===== src/rtl/trap_redirect_ctrl_pkg.sv =====
// Shared constants for the machine-mode trap/return controller: CSR addresses,
// cause codes, mstatus bit positions and the redirect FSM state encoding.
package trap_redirect_ctrl_pkg;

  localparam logic [11:0] CSR_MSTATUS = 12'h300;
  localparam logic [11:0] CSR_MIE     = 12'h304;
  localparam logic [11:0] CSR_MTVEC   = 12'h305;
  localparam logic [11:0] CSR_MEPC    = 12'h341;
  localparam logic [11:0] CSR_MCAUSE  = 12'h342;

  localparam int CAUSE_ILLEGAL = 2;
  localparam int CAUSE_ECALL_M = 11;
  localparam int IRQ_SW        = 3;
  localparam int IRQ_TIMER     = 7;
  localparam int IRQ_EXT       = 11;

  localparam int MSTATUS_MIE  = 3;
  localparam int MSTATUS_MPIE = 7;

  typedef enum logic [1:0] {
    S_IDLE,
    S_FLUSH,
    S_REDIRECT,
    S_DRAIN
  } state_e;

endpackage


===== src/rtl/trap_redirect_ctrl_csr.sv =====
// Machine-mode CSR storage (mstatus, mie, mtvec, mepc, mcause) with read mux and
// trap/mret-vs-software-write arbitration. TRAP_VECTORED_EN keeps mtvec[1:0].
module trap_csr_file
  import trap_redirect_ctrl_pkg::*;
#(
  parameter int               XLEN        = 32,
  parameter logic [XLEN-1:0]  MTVEC_RESET = 32'h0000_0100
) (
  input  logic            clk,
  input  logic            rst,
  input  logic            csr_we,
  input  logic [11:0]     csr_addr,
  input  logic [XLEN-1:0] csr_wdata,
  input  logic            trap_en,
  input  logic [XLEN-1:0] trap_cause,
  input  logic [XLEN-1:0] trap_pc,
  input  logic            mret_en,
  output logic [XLEN-1:0] csr_rdata,
  output logic            mstatus_mie,
  output logic            mie_ext,
  output logic            mie_sw,
  output logic            mie_timer,
  output logic [XLEN-1:0] mtvec,
  output logic [XLEN-1:0] mepc
);

  logic            mie_q, mpie_q;
  logic            mie_ext_q, mie_sw_q, mie_timer_q;
  logic [XLEN-1:0] mtvec_q, mepc_q, mcause_q;
  logic            wr_mstatus, wr_mie, wr_mtvec, wr_mepc, wr_mcause;

  function automatic logic [XLEN-1:0] mtvec_legal(input logic [XLEN-1:0] v);
`ifdef TRAP_VECTORED_EN
    return v;
`else
    return v & ~XLEN'(3);
`endif
  endfunction

  assign wr_mstatus = csr_we && (csr_addr == CSR_MSTATUS);
  assign wr_mie     = csr_we && (csr_addr == CSR_MIE);
  assign wr_mtvec   = csr_we && (csr_addr == CSR_MTVEC);
  assign wr_mepc    = csr_we && (csr_addr == CSR_MEPC);
  assign wr_mcause  = csr_we && (csr_addr == CSR_MCAUSE);

  // Trap/mret side effects override a same-cycle software write to the same CSR.
  always_ff @(posedge clk) begin
    if (rst) begin
      mie_q       <= 1'b0;
      mpie_q      <= 1'b0;
      mie_ext_q   <= 1'b0;
      mie_sw_q    <= 1'b0;
      mie_timer_q <= 1'b0;
      mtvec_q     <= mtvec_legal(MTVEC_RESET);
      mepc_q      <= '0;
      mcause_q    <= '0;
    end else begin
      if (trap_en) begin
        mpie_q <= mie_q;
        mie_q  <= 1'b0;
      end else if (mret_en) begin
        mie_q  <= mpie_q;
        mpie_q <= 1'b1;
      end else if (wr_mstatus) begin
        mie_q  <= csr_wdata[MSTATUS_MIE];
        mpie_q <= csr_wdata[MSTATUS_MPIE];
      end
      if (wr_mie) begin
        mie_ext_q   <= csr_wdata[IRQ_EXT];
        mie_sw_q    <= csr_wdata[IRQ_SW];
        mie_timer_q <= csr_wdata[IRQ_TIMER];
      end
      if (wr_mtvec) mtvec_q <= mtvec_legal(csr_wdata);
      if (trap_en)      mepc_q <= trap_pc & ~XLEN'(3);
      else if (wr_mepc) mepc_q <= csr_wdata;
      if (trap_en)        mcause_q <= trap_cause;
      else if (wr_mcause) mcause_q <= csr_wdata;
    end
  end

  always_comb begin
    csr_rdata = '0;
    case (csr_addr)
      CSR_MSTATUS: begin
        csr_rdata[MSTATUS_MIE]  = mie_q;
        csr_rdata[MSTATUS_MPIE] = mpie_q;
      end
      CSR_MIE: begin
        csr_rdata[IRQ_EXT]   = mie_ext_q;
        csr_rdata[IRQ_SW]    = mie_sw_q;
        csr_rdata[IRQ_TIMER] = mie_timer_q;
      end
      CSR_MTVEC:  csr_rdata = mtvec_q;
      CSR_MEPC:   csr_rdata = mepc_q;
      CSR_MCAUSE: csr_rdata = mcause_q;
      default:    csr_rdata = '0;
    endcase
  end

  assign mstatus_mie = mie_q;
  assign mie_ext     = mie_ext_q;
  assign mie_sw      = mie_sw_q;
  assign mie_timer   = mie_timer_q;
  assign mtvec       = mtvec_q;
  assign mepc        = mepc_q;

endmodule


===== src/rtl/trap_redirect_ctrl.sv =====
// Machine-mode trap/return controller: event arbitration in M, flush/redirect FSM
// feeding PC-select. Vectored interrupts follow TRAP_VECTORED_EN via mtvec[1:0].
module trap_redirect_ctrl
  import trap_redirect_ctrl_pkg::*;
#(
  parameter int              XLEN         = 32,
  parameter logic [XLEN-1:0] MTVEC_RESET  = 32'h0000_0100,
  parameter int              DRAIN_CYCLES = 1
) (
  input  logic            clk,
  input  logic            rst,
  input  logic            valid_m,
  input  logic [XLEN-1:0] pc_m,
  input  logic            ecall_m,
  input  logic            illegal_m,
  input  logic            mret_m,
  input  logic            irq_ext,
  input  logic            irq_sw,
  input  logic            irq_timer,
  input  logic            stall_f,
  input  logic            csr_we,
  input  logic [11:0]     csr_addr,
  input  logic [XLEN-1:0] csr_wdata,
  output logic [XLEN-1:0] csr_rdata,
  output logic            flush,
  output logic            redirect_valid,
  output logic [XLEN-1:0] redirect_pc,
  output logic            trap_taken,
  output logic            mret_taken
);

  state_e          state, state_next;
  logic [1:0]      drain_cnt;
  logic            mstatus_mie, mie_ext, mie_sw, mie_timer;
  logic [XLEN-1:0] mtvec, mepc;
  logic            ext_pend, sw_pend, timer_pend, irq_pending;
  logic [4:0]      irq_code;
  logic            can_eval, exc, trap_en, mret_en;
  logic [XLEN-1:0] trap_cause;
  logic            is_mret_q, is_irq_q;
  logic [4:0]      code_q;

  trap_csr_file #(
    .XLEN        (XLEN),
    .MTVEC_RESET (MTVEC_RESET)
  ) u_csr (
    .clk         (clk),
    .rst         (rst),
    .csr_we      (csr_we),
    .csr_addr    (csr_addr),
    .csr_wdata   (csr_wdata),
    .trap_en     (trap_en),
    .trap_cause  (trap_cause),
    .trap_pc     (pc_m),
    .mret_en     (mret_en),
    .csr_rdata   (csr_rdata),
    .mstatus_mie (mstatus_mie),
    .mie_ext     (mie_ext),
    .mie_sw      (mie_sw),
    .mie_timer   (mie_timer),
    .mtvec       (mtvec),
    .mepc        (mepc)
  );

  // mtvec[1:0] can only be 2'b01 when the vectored build keeps those bits.
  function automatic logic [XLEN-1:0] trap_target(input logic [XLEN-1:0] tvec,
                                                  input logic            irq,
                                                  input logic [4:0]      code);
    logic [XLEN-1:0] base;
    logic            vec;
    base = tvec & ~XLEN'(3);
    vec  = (tvec[1:0] == 2'b01) && irq;
    return base + (vec ? XLEN'({code, 2'b00}) : '0);
  endfunction

  assign ext_pend    = irq_ext & mie_ext;
  assign sw_pend     = irq_sw & mie_sw;
  assign timer_pend  = irq_timer & mie_timer;
  assign irq_pending = mstatus_mie & (ext_pend | sw_pend | timer_pend);
  assign irq_code    = ext_pend ? 5'(IRQ_EXT) : (sw_pend ? 5'(IRQ_SW) : 5'(IRQ_TIMER));

  // Priority: illegal > ecall > mret > interrupt; only sampled in IDLE.
  assign can_eval = (state == S_IDLE) && valid_m && !rst;
  assign exc      = illegal_m | ecall_m;
  assign trap_en  = can_eval && (exc || (!mret_m && irq_pending));
  assign mret_en  = can_eval && !exc && mret_m;

  always_comb begin
    trap_cause = '0;
    if (illegal_m)    trap_cause = XLEN'(CAUSE_ILLEGAL);
    else if (ecall_m) trap_cause = XLEN'(CAUSE_ECALL_M);
    else              trap_cause = {1'b1, {(XLEN-6){1'b0}}, irq_code};
  end

  assign trap_taken = trap_en;
  assign mret_taken = mret_en;

  always_ff @(posedge clk) begin
    if (rst) begin
      state       <= S_IDLE;
      drain_cnt   <= '0;
      redirect_pc <= '0;
      is_mret_q   <= 1'b0;
      is_irq_q    <= 1'b0;
      code_q      <= '0;
    end else begin
      state <= state_next;
      if (trap_en || mret_en) begin
        is_mret_q <= mret_en;
        is_irq_q  <= trap_en && !exc;
        code_q    <= trap_cause[4:0];
      end
      if (state == S_FLUSH)
        redirect_pc <= is_mret_q ? mepc : trap_target(mtvec, is_irq_q, code_q);
      drain_cnt <= (state == S_DRAIN) ? drain_cnt + 2'd1 : 2'd0;
    end
  end

  always_comb begin
    state_next     = state;
    flush          = 1'b0;
    redirect_valid = 1'b0;
    case (state)
      S_IDLE: begin
        if (trap_en || mret_en) state_next = S_FLUSH;
      end
      S_FLUSH: begin
        flush      = 1'b1;
        state_next = S_REDIRECT;
      end
      S_REDIRECT: begin
        flush = 1'b1;
        if (!stall_f) begin
          redirect_valid = 1'b1;
          state_next     = S_DRAIN;
        end
      end
      S_DRAIN: begin
        if (drain_cnt == 2'(DRAIN_CYCLES - 1)) state_next = S_IDLE;
      end
      default: state_next = S_IDLE;
    endcase
  end

endmodule


===== config.mk =====
export PLATFORM = sky130hd
export DESIGN_NAME = trap_redirect_ctrl
export DESIGN_NICKNAME = d
export VERILOG_FILES = /design/src/rtl/trap_redirect_ctrl_pkg.sv /design/src/rtl/trap_redirect_ctrl_csr.sv /design/src/rtl/trap_redirect_ctrl.sv
export SDC_FILE = /design/constraint.sdc
export NUM_CORES = 1
export LEC_CHECK = 0
export CAP_MARGIN = 40
export CORE_UTILIZATION = 49
export DETAILED_ROUTE_END_ITERATION = 10
export PLACE_DENSITY_LB_ADDON = 0.2
export SYNTH_ARGS = -nofsm -noshare
export SYNTH_HDL_FRONTEND = slang
export SYNTH_SLANG_ARGS = --single-unit
export TNS_END_PERCENT = 50

===== constraint.sdc =====
create_clock -name clk -period 2.99 [get_ports clk]
set_clock_uncertainty 0.2 [all_clocks]
set_input_delay 0.598 -clock clk [delete_from_list [all_inputs] [get_ports clk]]
set_output_delay 0.598 -clock clk [all_outputs]
set_load 0.02 [all_outputs]

# --- Word-level counts from Yosys, hierarchy flattened ---
# Cells that the tools add are included.
totals:
  regBits: 136
  in_bits: 87
  out_inout_bits: 68
  elab_cells: 87
op_classes:
  n_addsub: 1
  n_eq_ne: 11
  mux: 28
  bitwise: 8
  n_reduce_logical: 26
op_table:
  columns: ["op", "n"]
  rows:
  - ["$mux 32", 7]
  - ["$eq 12x10->1 const B", 5]
  - ["$pmux 20 s3", 1]
  - ["$pmux 3 s3", 3]
  - ["$logic_and 1x1->1", 11]
  - ["$pmux 1 s5", 2]
  - ["$mux 1", 8]
  - ["$pmux 2 s4", 1]
  - ["$mux 2", 3]
  - ["$reduce_bool 2->1", 3]
  - ["$reduce_or 2->1", 3]
  - ["$and 1x1->1", 4]
  - ["$eq 2x2->1 const B", 2]
  - ["$logic_not 2->1", 2]
  - ["$mux 4", 1]
  - ["$ne 2x1->1 const B", 2]
  - ["$pmux 1 s4", 1]
  - ["$logic_not 1->1", 3]
  - ["$mux 3", 1]
  - ["$or 1x1->1", 3]
  - ["$reduce_and 3->1", 1]
  - ["$reduce_bool 3->1", 1]
  - ["$add 2x1->2 const B", 1]
  - ["$eq 2x1->1 const B", 1]
  - ["other kinds (3)", 4]

# --- Logic depth before layout (Yosys ltp) ---
depth:
  word_depth: 10
  mapped_depth: 9
  ltp_nobuf: 8

# --- By module ---
# From an unflattened synthesis, not the netlist that was laid out.
unflattened:
  cells_unflattened: 938
  area_unflattened_um2: 7968.9
modules_own_cells:
  columns: ["mod", "instances", "cells_each", "area_each_um2"]
  rows:
  - ["trap_csr_file", 1, 621, 5325.1]
  - ["trap_redirect_ctrl", 1, 317, 2643.8]

# --- Least setup slack after synthesis ---
# OpenSTA, ideal clock, no wires.
synth_timing:
  kind: "input -> output"
  start: "input csr_addr[10]"
  end: "output csr_rdata[3]"
  arrival_time_ns: 2.161
  required_time_ns: 2.192
  setup_slack_ns: 0.031
  stages: 6
  path_cell_list: "nand4bb_1 > nor3b_1 > and2_1 > clkbuf_1 > a22oi_1 > o21ai_0"
synth_via:
  elab_chain_cells: 2
  word_cells_on_any_way: 6
  cone_classes: "eq/ne: 5; mux: 1"
synth_lines:
  columns: ["item", "line", "text"]
  rows:
  - ["from (decl)", "trap_redirect_ctrl.sv:22", "input logic [11:0] csr_addr,"]
  - ["$eq 12x10->1", "trap_redirect_ctrl_csr.sv:83", "case (csr_addr)"]
  - ["$pmux 1 s5 (*)", "trap_redirect_ctrl_csr.sv:83", null]
  - ["to (decl)", "trap_redirect_ctrl.sv:24", "output logic [XLEN-1:0] csr_rdata,"]
# Every way passes the cells marked *; elsewhere a longest branch is shown, timed or not.

# --- Final worst setup path ---
layout_timing:
  start: "input csr_addr[5]"
  end: "output csr_rdata[31]"
layout_via:
  elab_chain_cells: 2
  word_cells_on_any_way: 4
  cone_classes: "eq/ne: 3; mux: 1"
layout_lines:
  columns: ["item", "line"]
  rows:
  - ["$eq 12x10->1", "trap_redirect_ctrl_csr.sv:83"]
  - ["$pmux 20 s3 (*)", "trap_redirect_ctrl_csr.sv:83"]
# Marked as above.

==> results.py <==
metrics = {
    "outcome": {
        "status": "complete, but fails checks",
        "violations": "negative setup slack",
    },
    "floorplanning": {
        "initial_utilization": 0.5017,
        "core_sq_um": 12010,
        "dieArea_sq_um": 12750,
        "die_h_um": 112.9,
        "top_level_ports": 155,
        "die_x_um": 112.9,
        "rows": 40,
    },
    "cts": {
        "clock-sinks": 136,
        "numCtsBuffers": 17,
        "cts.htree.levels": 4,
        "cts_tree": "built",
        "cts-root-buf": "clkbuf_16",
        "clockBufferDepth": 2,
        "clkTransAtPathRegs_ns": 0.06,
        "clock_latency_ns": 0.42,
    },
    "global_route": {
        "track_usage": 0.3059,
        "grt_pass1_vias": 6129,
        "grt-ovfl-total": 0,
        "antenna_found_initial": 0,
        "grt_pass1_wl_um": 30460,
        "grt_max_degree": 74,
    },
    "sta": {
        "worst_pin_slew_ns": 0.8214,
        "maxSlewHeadroom": 0.4524,
        "finalHoldViolations": 0,
        "worst_slack_ns": -0.1759,
        "hold_ws_ns": 0.2174,
        "drv_slew": 0,
        "max_freq_mhz": 315.9,
        "setup_viol": 30,
        "rsz0062_at_grt": "true",
        "final.min_clock_period_ns": 3.166,
        "period_share": 1.059,
    },
    "critical_path": {
        "r2r_slack_ns": 0.71,
        "startpoint_type": "input pin",
        "worstPathMaxFanout": 6,
        "crit_type": "in2out",
        "crit_arrival_ns": 2.37,
        "end_kind": "output port",
        "required_ns": 2.19,
    },
    "power": {
        "p_leak_nw": 3.277,
        "powerDensity_nw_per_um2": 678.5,
        "ir_drop_mv": 0.3897,
    },
    "routing": {
        "wl_um": 19290,
        "antenna_left": 0,
        "drt_iter0_drc": 692,
        "dr.pass1.iters": 7,
        "num_vias": 6174,
        "via_per_inst": 5.937,
        "drc": 0,
        "routedWlPerCell_um": 18.55,
    },
    "layout": {
        "final_common_cell": "nand2_1",
        "final_cell_mix": "153 x nand2_1, 135 x dfxtp_1, 109 x clkdlybuf4s50_1",
        "diodes": 0,
        "nets": 973,
        "syn2layout_area_growth_pct": 45.04,
        "drive_above_1_share": 0.1512,
    },
    "placed_design": {
        "hpwl_um": 12940,
        "pre_cts_slack_ns": -0.9178,
        "portBuffers": 152,
        "place_congestion": 0.8878,
    },
    "synthesis": {
        "synth_fp_nets": 804,
        "ys_warn_count": 0,
        "yosysSeqAreaShare": 0.4518,
        "ys_ff_latch": 136,
        "postSynthCellCount": 711,
        "mappedNetlistArea_sq_um": 6026,
        "ys_types": 37,
        "syn_area_per_cell_sq_um": 8.475,
        "ys.flop_type": "dfxtp_1",
        "async_reset_ff_frac": 0,
        "synth-edff-count": 0,
    },
    "run": {
        "cap_violations": 0,
    },
    "worst_hold_path": {
        "hold_class": "reg2reg",
    },
}
-- repair_timing --
item / in CTS / in global routing
resized for setup: 220 / 19
setup buffers: 1 / 0
pin swaps: 17 / 14
hold buffers: 0 / 0
gates cloned: 2 / 0
setup endpoints to repair: 33 / 33
-- where the power goes --
part | leakage (nW) | internal, mW | switching [mW] | total, mW
Clock | 0.317 | 1.55 | 0.779 | 2.33
Combinational | 1.86 | 0.655 | 0.756 | 1.41
Sequential | 1.10 | 2.04 | 0.153 | 2.19
-- flip-flops by register name, indices dropped and copies added, names as in the netlist --
signal and cells:
redirect_pc 32, u_csr.mcause_q 32, u_csr.mepc 32, u_csr.mtvec 30
drain_cnt 2, state 2, is_mret_q 1, u_csr.mie_ext 1
u_csr.mie_sw 1, u_csr.mie_timer 1, u_csr.mpie_q 1, u_csr.mstatus_mie 1
-- final timing paths --
check | start | to | cells past startpoint
max reg2reg | state[0] | u_csr.mepc[27] | 9
min reg2reg | drain_cnt[0] | drain_cnt[0] | 1
max | csr_addr[5] | csr_rdata[31] | 8
min | drain_cnt[0] | drain_cnt[0] | 1
-- cells in the mapped netlist, types with 3 or more instances --
cell	count	area (sq um)
mux2i_1	71	710.7
buf_1	3	11.26
a21oi_1	60	300.3
buf_2	6	30.03
a222oi_1	28	280.3
nor2b_1	3	18.77
and2_1	3	18.77
inv_1	36	135.1
a211oi_1	35	262.8
clkbuf_1	42	157.7
buf_6	3	33.78
o21ai_0	33	165.2
nand3_1	9	45.04
nor2_1	42	157.7
nand2_1	154	578.1
and3_1	6	37.54
dfxtp_1	136	2723
ha_1	6	75.07
a22o_1	5	43.79
a22oi_1	6	45.04
a31oi_1	3	18.77
-- critical path, cell delays in order --
cell and delay (ns):
buf_6 0.09, or4b_4 0.54, nor4_4 0.37, and2_4 0.30
buf_8 0.14, a222oi_1 0.09, inv_1 0.11, buf_6 0.13
-- cell type report --
| cell class | count | area, sq um |
|---|---|---|
| Clock buffer | 22 | 474.2 |
| Fill cell | 894 | 3272 |
| Timing Repair Buffer | 205 | 2057 |
| Tap cell | 147 | 183.9 |
| Sequential cell | 136 | 2724 |
| Multi-Input combinational cell | 482 | 2967 |
| Clock inverter | 10 | 191.4 |
| Inverter | 38 | 142.6 |
-- cells by family (layout without fill, tap and decap cells) --
family | count (synthesis) | in the layout | share of synthesized area
fa+ha+maj | 6 | 6 | 0.01246
buf+inv | 93 | 275 | 0.06561
simple gates | 230 | 230 | 0.1603
mux | 71 | 71 | 0.1179
flops | 136 | 136 | 0.4518
compound gates | 175 | 175 | 0.1919
-- metal layers --
metal	wire, um	up-vias	global-route usage
met3	1348	61	0.06535
met1	7584	2955	0.3491
met2	9736	317	0.5329
met5	0	-	0
met4	622	0	0.1719
li1	-	2841	-
-- stage by stage --
stage / setup TNS (ns) / instance area [sq um] / util / instances / power, mW
2_1_floorplan: 0 / 6026 / - / 711 / 2.955
3_3_place_gp: -28.37 / 7911 / 0.6586 / 1005 / 3.571
3_5_place_dp: -30.97 / 7939 / 0.6609 / 1006 / 3.623
4_1_cts: -4.941 / 8716 / 0.7256 / 1041 / 5.938
5_1_grt: -5.800 / 8740 / 0.7276 / 1040 / 6.154
6_report: -4.147 / 8740 / 0.7276 / 1040 / 5.930
No activity file was read; power rests on OpenSTA's default activity.
